## src/rtl/pipe_mux_if.sv

```systemverilog
// Operand-select stream bundle: upstream offers packed words plus a select, downstream takes the picked word.
interface pipe_mux_if #(
  parameter int WIDTH  = 32,
  parameter int NUM_IN = 4,
  parameter int SEL_W  = 2
);
  logic [NUM_IN*WIDTH-1:0] in_data;
  logic [SEL_W-1:0]        in_sel;
  logic                    in_valid;
  logic                    in_ready;
  logic                    flush;
  logic [WIDTH-1:0]        out_data;
  logic [SEL_W-1:0]        out_sel;
  logic                    out_err;
  logic                    out_valid;
  logic                    out_ready;

  modport master (
    output in_data, in_sel, in_valid, flush, out_ready,
    input  in_ready, out_data, out_sel, out_err, out_valid
  );

  modport slave (
    input  in_data, in_sel, in_valid, flush, out_ready,
    output in_ready, out_data, out_sel, out_err, out_valid
  );
endinterface

```

## src/rtl/pipe_mux.sv

```systemverilog
// N-way W-bit registered select; latency 1 cycle from accept to out_* when main is free or draining.
// Backpressure: 2-entry skid (main + skid), in_ready comes from registered state only, never from out_ready.
module pipe_mux #(
  parameter int WIDTH  = 32,
  parameter int NUM_IN = 4,
  parameter int SEL_W  = 2
) (
  input  logic        clk,
  input  logic        rst_n,
  pipe_mux_if.slave   bus
);

  typedef struct packed {
    logic [WIDTH-1:0] data;
    logic [SEL_W-1:0] sel;
    logic             err;
  } entry_t;

  typedef enum logic [1:0] {
    EMPTY = 2'd0,
    ONE   = 2'd1,
    TWO   = 2'd2
  } state_t;

  state_t state_q, state_d;
  entry_t main_q, main_d;
  entry_t skid_q, skid_d;
  entry_t cap;
  logic   main_ld;
  logic   skid_ld;
  logic   in_fire;
  logic   out_fire;

  // Out-of-range selects yield a zero word with err set, so no X ever reaches the output.
  always_comb begin
    cap     = '0;
    cap.sel = bus.in_sel;
    if (32'(bus.in_sel) >= NUM_IN) begin
      cap.err = 1'b1;
    end else begin
      for (int k = 0; k < NUM_IN; k++) begin
        if (bus.in_sel == SEL_W'(k)) begin
          cap.data = bus.in_data[k*WIDTH +: WIDTH];
        end
      end
    end
  end

  assign bus.in_ready  = (state_q != TWO);
  assign bus.out_valid = (state_q != EMPTY);
  assign bus.out_data  = main_q.data;
  assign bus.out_sel   = main_q.sel;
  assign bus.out_err   = main_q.err;

  assign in_fire  = bus.in_valid  & bus.in_ready;
  assign out_fire = bus.out_valid & bus.out_ready;

  always_comb begin
    state_d = state_q;
    main_d  = cap;
    skid_d  = cap;
    main_ld = 1'b0;
    skid_ld = 1'b0;
    unique case (state_q)
      EMPTY: begin
        if (in_fire) begin
          state_d = ONE;
          main_ld = 1'b1;
        end
      end
      ONE: begin
        if (in_fire && out_fire) begin
          main_ld = 1'b1;
        end else if (in_fire) begin
          state_d = TWO;
          skid_ld = 1'b1;
        end else if (out_fire) begin
          state_d = EMPTY;
        end
      end
      TWO: begin
        if (out_fire) begin
          state_d = ONE;
          main_d  = skid_q;
          main_ld = 1'b1;
        end
      end
      default: begin
        state_d = EMPTY;
      end
    endcase
    // A flush wins over any same-cycle accept; loads are suppressed since the entry is dropped anyway.
    if (bus.flush) begin
      state_d = EMPTY;
      main_ld = 1'b0;
      skid_ld = 1'b0;
    end
  end

  always_ff @(posedge clk or negedge rst_n) begin
    if (!rst_n) begin
      state_q <= EMPTY;
    end else begin
      state_q <= state_d;
    end
  end

  always_ff @(posedge clk or negedge rst_n) begin
    if (!rst_n) begin
      main_q <= '0;
    end else if (main_ld) begin
      main_q <= main_d;
    end
  end

  always_ff @(posedge clk or negedge rst_n) begin
    if (!rst_n) begin
      skid_q <= '0;
    end else if (skid_ld) begin
      skid_q <= skid_d;
    end
  end

  a_param: assert property (@(posedge clk)
    (NUM_IN >= 2) && (NUM_IN <= 16) && (SEL_W == $clog2(NUM_IN)));

  a_hold: assert property (@(posedge clk) disable iff (!rst_n)
    (bus.out_valid && !bus.out_ready && !bus.flush) |=>
      (bus.out_valid && $stable(bus.out_data) && $stable(bus.out_sel) && $stable(bus.out_err)));

  a_flush: assert property (@(posedge clk) disable iff (!rst_n)
    bus.flush |=> (bus.in_ready && !bus.out_valid));

endmodule

```

## src/flat_wrapper.sv

```systemverilog
// flat-port wrapper written by rule: the top's interface ports become plain ports
module pipe_mux_flat 
#(
  parameter int WIDTH  = 32,
  parameter int NUM_IN = 4,
  parameter int SEL_W  = 2
)
  (clk, rst_n, bus_in_data, bus_in_sel, bus_in_valid, bus_flush, bus_out_ready, bus_in_ready, bus_out_data, bus_out_sel, bus_out_err, bus_out_valid);
  pipe_mux_if #(.WIDTH(WIDTH), .NUM_IN(NUM_IN), .SEL_W(SEL_W)) bus_i ();
  input  logic clk;
  input  logic rst_n;
  input wire logic [$bits(bus_i.in_data)-1:0] bus_in_data;
  input wire logic [$bits(bus_i.in_sel)-1:0] bus_in_sel;
  input wire logic [$bits(bus_i.in_valid)-1:0] bus_in_valid;
  input wire logic [$bits(bus_i.flush)-1:0] bus_flush;
  input wire logic [$bits(bus_i.out_ready)-1:0] bus_out_ready;
  output wire logic [$bits(bus_i.in_ready)-1:0] bus_in_ready;
  output wire logic [$bits(bus_i.out_data)-1:0] bus_out_data;
  output wire logic [$bits(bus_i.out_sel)-1:0] bus_out_sel;
  output wire logic [$bits(bus_i.out_err)-1:0] bus_out_err;
  output wire logic [$bits(bus_i.out_valid)-1:0] bus_out_valid;
  assign bus_i.in_data = bus_in_data;
  assign bus_i.in_sel = bus_in_sel;
  assign bus_i.in_valid = bus_in_valid;
  assign bus_i.flush = bus_flush;
  assign bus_i.out_ready = bus_out_ready;
  assign bus_in_ready = bus_i.in_ready;
  assign bus_out_data = bus_i.out_data;
  assign bus_out_sel = bus_i.out_sel;
  assign bus_out_err = bus_i.out_err;
  assign bus_out_valid = bus_i.out_valid;
  pipe_mux #(.WIDTH(WIDTH), .NUM_IN(NUM_IN), .SEL_W(SEL_W)) u_core (.clk(clk), .rst_n(rst_n), .bus(bus_i));
endmodule
```

## config.mk

```make
export PLATFORM = sky130hd
export DESIGN_NAME = pipe_mux_flat
export DESIGN_NICKNAME = d
export VERILOG_FILES = /design/src/rtl/pipe_mux_if.sv /design/src/rtl/pipe_mux.sv /design/src/flat_wrapper.sv
export SDC_FILE = /design/constraint.sdc
export NUM_CORES = 1
export LEC_CHECK = 0
export BUFFER_PORTS_ARGS = -buffer_cell sky130_fd_sc_hd__buf_4
export CORE_ASPECT_RATIO = 1.75
export CORE_MARGIN = 3
export CORE_UTILIZATION = 48
export CTS_CLUSTER_DIAMETER = 50
export DETAILED_ROUTE_END_ITERATION = 6
export GPL_TIMING_DRIVEN = 0
export PLACE_DENSITY_LB_ADDON = 0.12
export SYNTH_ARGS = -nofsm -noshare
export SYNTH_HDL_FRONTEND = slang
export SYNTH_SLANG_ARGS = --single-unit
export TNS_END_PERCENT = 10
```

## constraint.sdc

```tcl
create_clock -name clk -period 2.05 [get_ports clk]
set_input_delay 0.3075 -clock clk [delete_from_list [all_inputs] [get_ports clk]]
set_output_delay 0.3075 -clock clk [all_outputs]
set_load 0.01 [all_outputs]
```

==> impl_results.md, run 1 <==
- Status: finished clean
- Critical Path Source: u_core.state_q[1]
- Reg2reg start: u_core.state_q[1]
- Worst Clk Skew: 0.00263 ns
- Worst hold slack: approximately 0.10 ns
- Max-slew violation total from the final report: 0
- Die Wd: 74.3 um
- First-pass GRT wire length: ~17 mm
- Vias: approximately 3.4k
- Flops & latches, synth: 70
- VDD IR max: about 0.00053 V
- Slowest stage delay, CP: 0.45 ns
- Sw power: 1.27 mW
- Leakage: roughly 2.7 nW
- EDFF count, synth: 0
- Antenna diode count: 0
- Slowest cell on crit path: dfrtp_1
- Final HPWL DP: between 8 and 9 mm
- CTS root buffer: clkbuf_16
- Fin nets: ~630
- Number of max-cap violations: 0
- Area grow syn2layout: 41.4%
- Most common cell after layout, fill and taps aside: buf_4
- Die Ht: 126 um
- Die area: a little over 9000 um^2
- Vias in the first global route: about 3.7k
- TNS Setup: 0 ns
- Wirelength per Cell: ~19 um
- Combinational power share: 27.6%
- Initial antenna violation count: 0
- Grt ovf: 0
- # DRC: 0
- Critical Path Fanout Max: 10
- Critical path arrival: ~1.9 ns
- Critical path startpoint category: flip-flop
- Crit path capture: u_core.skid_q[5]
- Most frequent cells in the layout: 169 x buf_4, 70 x dfrtp_1, 36 x mux2_2, 34 x nand2_1, 33 x a21oi_1
- Clock power share: between 20% and 30%
- Cts repair resizes: 0
- Mapped Nets: ~450
- Critical path endpoint category: flip-flop
- Multi-input gate area: 1850 um^2
- PwrDens: approximately 820 nW/um^2
- RR Endpoint: u_core.skid_q[5]
- Register area: between 1500 and 2000 um^2
- Iteration-0 DRC Markers: 190
- Post-synth top area cell: dfrtp_1
- Largest net degree at the start of global routing: 71
- Worst EP required: roughly 2.3 ns
- Gpl congestion: just over 0.8
- Ys Warns: 0
- Core ar.: 7960 um^2
- Fillers: 640
- Clk_lat worst skew: ~0.33 ns
- Final period util: 82.1%
- Worst Tran Pin Value: between 0.9 and 1 ns
- H-tree lvl count: 3
- Worst Hold Class: in -> async
- GRT met2 Usage: between 40% and 50%
- Ys flop type: dfrtp_1
- Post-synthesis sequential area ratio: 44.7%
- Vias per cell: 5.84
- Sequential power share: ~43%
- Met1 GRT Util: 26.5%
- Ys async rst share: 100%
- GRT Util Overall: between 20% and 30%
- Routed Antenna Nets: 0
- GRT met3 Usage: a little over 6%
- Busiest grt layer: met2
- IO Port Bufs: roughly 170
- Fin. Hold Viols: 0
- CTS Buf Count: 9
- Synthesized area: around 4000 um^2
- Post-synthesis cell type count: 28
- WL final: 11.2 mm
- Row count: 43
- Clock Sinks: 70
- Clk slew on worst S/H paths: approximately 0.05 ns
- Avg Inst Size Synth: between 10 and 15 um^2
- Final setup fails: 0
- Layout cells sized above 1: a little under three fifths
- Drt first pass iters: 4
- R2R Setup Slk: 0.37 ns
- Initial Utilization: 49.3%
- Hold_buf cts: 0
- Bufs on Longest Clock Path: 2
- Share of the synthesized area in the top cell type: approximately 45%
- IO Count: around 170
- Kind of critical path: reg -> reg
- Peak Freq: about 0.59 GHz
- CTS tree: built
- Max-Slew Margin vs Limit: about 40%
- Int Pwr: between 3 and 4 mW
- Worst-path cell chain: nor2b_1 -> nand3_2 -> buf_2 -> mux2_2
- Setup Fix Bufs, Post-CTS: 0
- Sw Ratio: between 20% and 30%
- RSZ-0062 raised after global routing: false
- Ranking of synthesized cells by area: dfrtp_1 45%, mux4_2 18%, mux2_2 10%, a32oi_1 7.1%, a21oi_1 4.2%
- R2r worst-path depth: 4
- Synth Instances: ~320
- Clock period minus worst slack: roughly 1.7 ns
flip-flops by register name (all words and copies together), names as in the netlist:
signal / cells
u_core.bus.out_data: 32
u_core.skid_q: 34
u_core.state_q: 2
u_core.bus.out_sel: 2
layout make-up:
cell class,count,area share [%]
Sequential cell,70,31.6
Buffer,31,3.61
Tap cell,90,2.03
Clock inverter,5,0.496
Clock buffer,10,4.13
Inverter,32,2.17
Timing Repair Buffer,167,22.6
Multi-Input combinational cell,185,33.4
through the flow:
step                      power [mW]  instances  util, %  worst slack, ns  area [um^2]
after global placement          3.14        575     66.4            0.307         5290
after detailed placement        3.21        575     66.4            0.299         5290
after floorplan                 2.58        318        -            0.526         3920
final                           4.55        590     69.6            0.366         5550
after CTS                       4.58        590     69.6            0.347         5550
after global routing            4.78        590     69.6            0.265         5550
routing by layer:
layer  up-vias  wire length (um)
li1       1536                 -
met1      1735              3920
met2       163              6220
met3        11               881
met4         0               137
met5         -                 0
cells in the mapped netlist, types with 2 or more instances:
| cell | count |
|---|---|
| a32oi_1 | 32 |
| a21oi_1 | 33 |
| nand2_1 | 34 |
| nor2_1 | 2 |
| mux4_2 | 32 |
| mux2_2 | 36 |
| buf_2 | 13 |
| clkbuf_1 | 7 |
| buf_6 | 8 |
| inv_1 | 32 |
| buf_4 | 2 |
| dfrtp_1 | 70 |
| mux2_4 | 2 |
logic make-up (layout without fill, tap and decap cells):
logic type | after synthesis | in the layout | share of synthesized area (%)
compound gates | 69 | 69 | 12.2
other cells | 1 | 1 | 0.0956
simple gates | 44 | 44 | 5.10
mux | 71 | 71 | 29.7
flops | 70 | 70 | 44.7
buf+inv | 63 | 245 | 8.17
how the worst min path moves through the flow:
stage	start	end	slack, ns	depth (start not counted)
2_1_floorplan	rst_n	u_core.bus.out_data[0]	0.01	0
3_3_place_gp	rst_n	u_core.bus.out_data[17]	0.47	1
3_5_place_dp	rst_n	u_core.bus.out_data[18]	0.48	1
4_1_cts	rst_n	u_core.bus.out_data[18]	0.14	1
5_1_grt	rst_n	u_core.bus.out_data[18]	0.17	1
6_report	rst_n	u_core.bus.out_data[18]	0.10	1
worst max-delay path, delay by kind of cell (launching register included):
family	cells	cell delay, ns
simple gates	2	0.52
flops	1	0.45
buf+inv	1	0.28
mux	1	0.31
power groups by stage:
stage / Clock [mW] / Sequential, mW / Combinational [mW]
after floorplan: 0 / 1.97 / 0.614
after global placement: 0 / 1.92 / 1.22
after detailed placement: 0 / 1.95 / 1.26
after CTS: 1.38 / 1.93 / 1.27
after global routing: 1.45 / 1.97 / 1.36
final: 1.36 / 1.94 / 1.26
(Power assumes the default switching activity.)
==> run 2: changes to the inputs <==
ABC_AREA = 1   (was not set)
CORE_UTILIZATION = 44   (was 48)
clock period = 1.4 ns   (was 2.05 ns; I/O delays follow)
==> impl_results.md, run 2 <==
- Status: complete, but fails checks
- Failing checks: hold timing, setup timing
- Layout cells sized above 1: 32.1% (-24 points)
- # DRC: 0 (unchanged)
- CTS tree: built
- GRT Util Overall: 28.2% (+3.7 points)
- Final period util: 102% (+19 points)
- Peak Freq: 0.703 GHz (+18%)
- Wirelength per Cell: 16.1 um (-15%)
- Number of max-cap violations: 0 (unchanged)
- Most common cell after layout, fill and taps aside: nand2_1
- Iteration-0 DRC Markers: 357 (+88%)
- Clk slew on worst S/H paths: 0.05 ns (about the same)
- Post-synthesis sequential area ratio: 42.4% (-2.2 points)
- CTS Buf Count: 9 (unchanged)
- Drt first pass iters: 5 (+1)
- Max-slew violation total from the final report: 0 (unchanged)
- PwrDens: 1300 nW/um^2 (+58%)
- Core ar.: 9090 um^2 (+14%)
- Clock Sinks: 70 (unchanged)
- Critical path startpoint category: flip-flop
- Vias per cell: 5.14 (-12%)
- Row count: 46 (+7.0%)
- Most frequent cells in the layout: 234 x nand2_1, 187 x buf_4, 69 x nand3_1, 69 x dfrtp_1, 58 x nor2_1
- Worst Clk Skew: 0.00356 ns (+0.000931 ns)
- First-pass GRT wire length: 23.0 mm (+33%)
- GRT met3 Usage: 5.98% (-0.21 points)
- Clock period minus worst slack: 1.42 ns (-0.262 ns)
- Die Ht: 134 um (+6.8%)
- Post-synthesis cell type count: 23 (-18%)
- Initial Utilization: 45.4% (-3.9 points)
- Worst Hold Class: in -> async
- RSZ-0062 raised after global routing: true
- Mapped Nets: 747 (+65%)
- VDD IR max: 0.000717 V (+36%)
- Most common cell in the netlist: nand2_1
- Reg with most FFs: u_core.skid_q
- Clk_lat worst skew: 0.33 ns (about the same)
- EDFF count, synth: 0 (unchanged)
- Synthesized area: 4130 um^2 (+5.2%)
- Bufs on Longest Clock Path: 2 (unchanged)
- Worst slack, placed: -0.199 ns (-0.498 ns)
- Antenna diode count: 0 (unchanged)
- WL final: 15.0 mm (+35%)
- Grt ovf: 0 (unchanged)
- Area grow syn2layout: 48.6%
- Flops & latches, synth: 70 (unchanged)
- Routed Antenna Nets: 0 (unchanged)
- Final worst slack: -0.0221 ns (-0.388 ns)
- Busiest grt layer: met2
- Critical path endpoint category: flip-flop
- Kind of critical path: reg -> reg
- Gpl congestion: 0.846 (+5.2%)
- Final setup fails: 12 (+12)
- Worst EP required: 1.62 ns (-0.64 ns)
- Commonest cells post-synth: 243 x nand2_1, 70 x dfrtp_1, 69 x nand3_1, 69 x nor2_1, 40 x o21ai_0
- Tot Pwr: 7.95 mW (+75%)
- CTS root buffer: clkbuf_16
- IO Count: 172 (unchanged)
- Avg Inst Size Synth: 6.74 um^2 (-45%)
- Final HPWL DP: 11.1 mm (+31%)
- Hold_buf cts: 0 (unchanged)
- Worst hold slack: -0.0207 ns (-0.124 ns)
- Fin nets: 941 (+49%)
- Initial antenna violation count: 0 (unchanged)
- Worst Tran Pin Value: 0.903 ns (+0.00137 ns)
- Vias: 4783 (+39%)
- Critical path arrival: 1.65 ns (-0.25 ns)
- Critical Path Fanout Max: 5 (-5)
- Met1 GRT Util: 31.8% (+5.3 points)
- Die area: 10600 um^2 (+14%)
- Vias in the first global route: 4724 (+29%)
- Leakage: 3.34 nW (+22%)
- H-tree lvl count: 3 (unchanged)
- Post-synth top area cell: dfrtp_1
- Fin. Hold Viols: 7 (+7)
- GRT met2 Usage: 50.0% (+5.2 points)
- Max reg flops: 34 (unchanged)
- Largest net degree at the start of global routing: 71 (unchanged)
- Share of the synthesized area in the top cell type: 42.4% (-2.2 points)
- Ys async rst share: 100% (unchanged)
- Ys flop type: dfrtp_1
- Die Wd: 79.2 um (+6.6%)
- IO Port Bufs: 169 (+1.2%)
- Ranking of synthesized cells by area: dfrtp_1 42%, nand2_1 22%, nand3_1 8.4%, nor2_1 6.3%, o21ai_0 4.9%
- Ys Warns: 0 (unchanged)
- Synth Instances: 612 (+92%)
- Max-Slew Margin vs Limit: 39.8% (-0.091 points)
[run 2: cell count changes after synthesis, sizes merged, moves of 8 or more]
cell,before,now
mux4,32,0
mux2,38,0
nand2,34,244
a21oi,33,4
nor2,2,71
o21ai,0,67
buf,24,32
inv,32,11
a32oi,32,0
or2,1,32
nand3,1,70
[run 2: worst paths after layout]
kind | startpoint | cells past startpoint | endpoint | slack (ns)
hold reg to reg | u_core.bus.out_data[18] | 2 | u_core.bus.out_data[18] | 0.48
setup reg to reg | u_core.state_q[1] | 9 | u_core.bus.out_data[14] | -0.02
max in group asynchronous | rst_n | 1 | u_core.state_q[0] | 0.77
setup / recovery | u_core.state_q[1] | 9 | u_core.bus.out_data[14] | -0.02
min in group clk | bus_flush | 4 | u_core.state_q[1] | 0.20
hold / removal | rst_n | 1 | u_core.bus.out_data[20] | -0.02
[run 2: routing by layer]
layer | part of all wire, % | up-vias | routed length (um)
met3 | 6.5 | 40 | 972
li1 | - | 2327 | -
met2 | 53 | 210 | 7990
met1 | 37 | 2206 | 5490
met4 | 3.8 | 0 | 564
met5 | 0 | - | 0
[run 2: cells by family after synthesis]
kind of cell | after synthesis | synth area share [%]
AO/OA/AOI/OAI | 71 | 8.61
buffers and inverters | 52 | 6.25
flip-flops | 70 | 42.4
other | 1 | 0.0909
AND/OR/NAND/NOR | 418 | 42.6
[run 2: critical path: stages, from the launching register on]
cell	delay, ns
dfrtp_1	0.42
inv_4	0.09
nor2_4	0.16
nand2_2	0.11
buf_6	0.15
buf_4	0.15
nor2_2	0.07
nor2_1	0.05
nand2_1	0.07
nand2_1	0.05
[run 2: final cells by class]
cell class | count | area, um^2
Buffer | 41 | 275
Clock buffer | 15 | 258
Clock inverter | 1 | 5.00
Fill cell | 853 | 2960
Inverter | 11 | 46.3
Multi-Input combinational cell | 490 | 2220
Sequential cell | 70 | 1750
Tap cell | 120 | 150
Timing Repair Buffer | 183 | 1420
[run 2: metrics by stage]
stage	cell area, um^2	util [%]	TNS, ns	hold slack, ns	cells
after global placement	5550	61.0	-4.29	0.380	901
after CTS	5920	65.1	-0.0182	0.0277	923
after floorplan	4130	-	0	-0.0856	612
after global routing	6130	67.4	-3.58	0.0715	931
after detailed placement	5550	61.0	-5.52	0.381	901
final	6130	67.4	-0.131	-0.0207	931
[run 2: repair_timing]
| action | 4_1_cts | 5_1_grt |
|---|---|---|
| endpoints found under the setup margin | 65 | 68 |
| gates cloned | 0 | 3 |
| setup buffers | 6 | 5 |
| gates resized for setup | 16 | 47 |
| pin swaps | 2 | 16 |
[run 2: power by group]
| group | total, mW | switching [mW] | internal (mW) | leakage, nW |
|---|---|---|---|---|
| registers | 3.29 | 0.489 | 2.80 | 0.877 |
| clock network | 2.05 | 0.806 | 1.25 | 0.128 |
| logic | 2.61 | 1.33 | 1.28 | 2.33 |
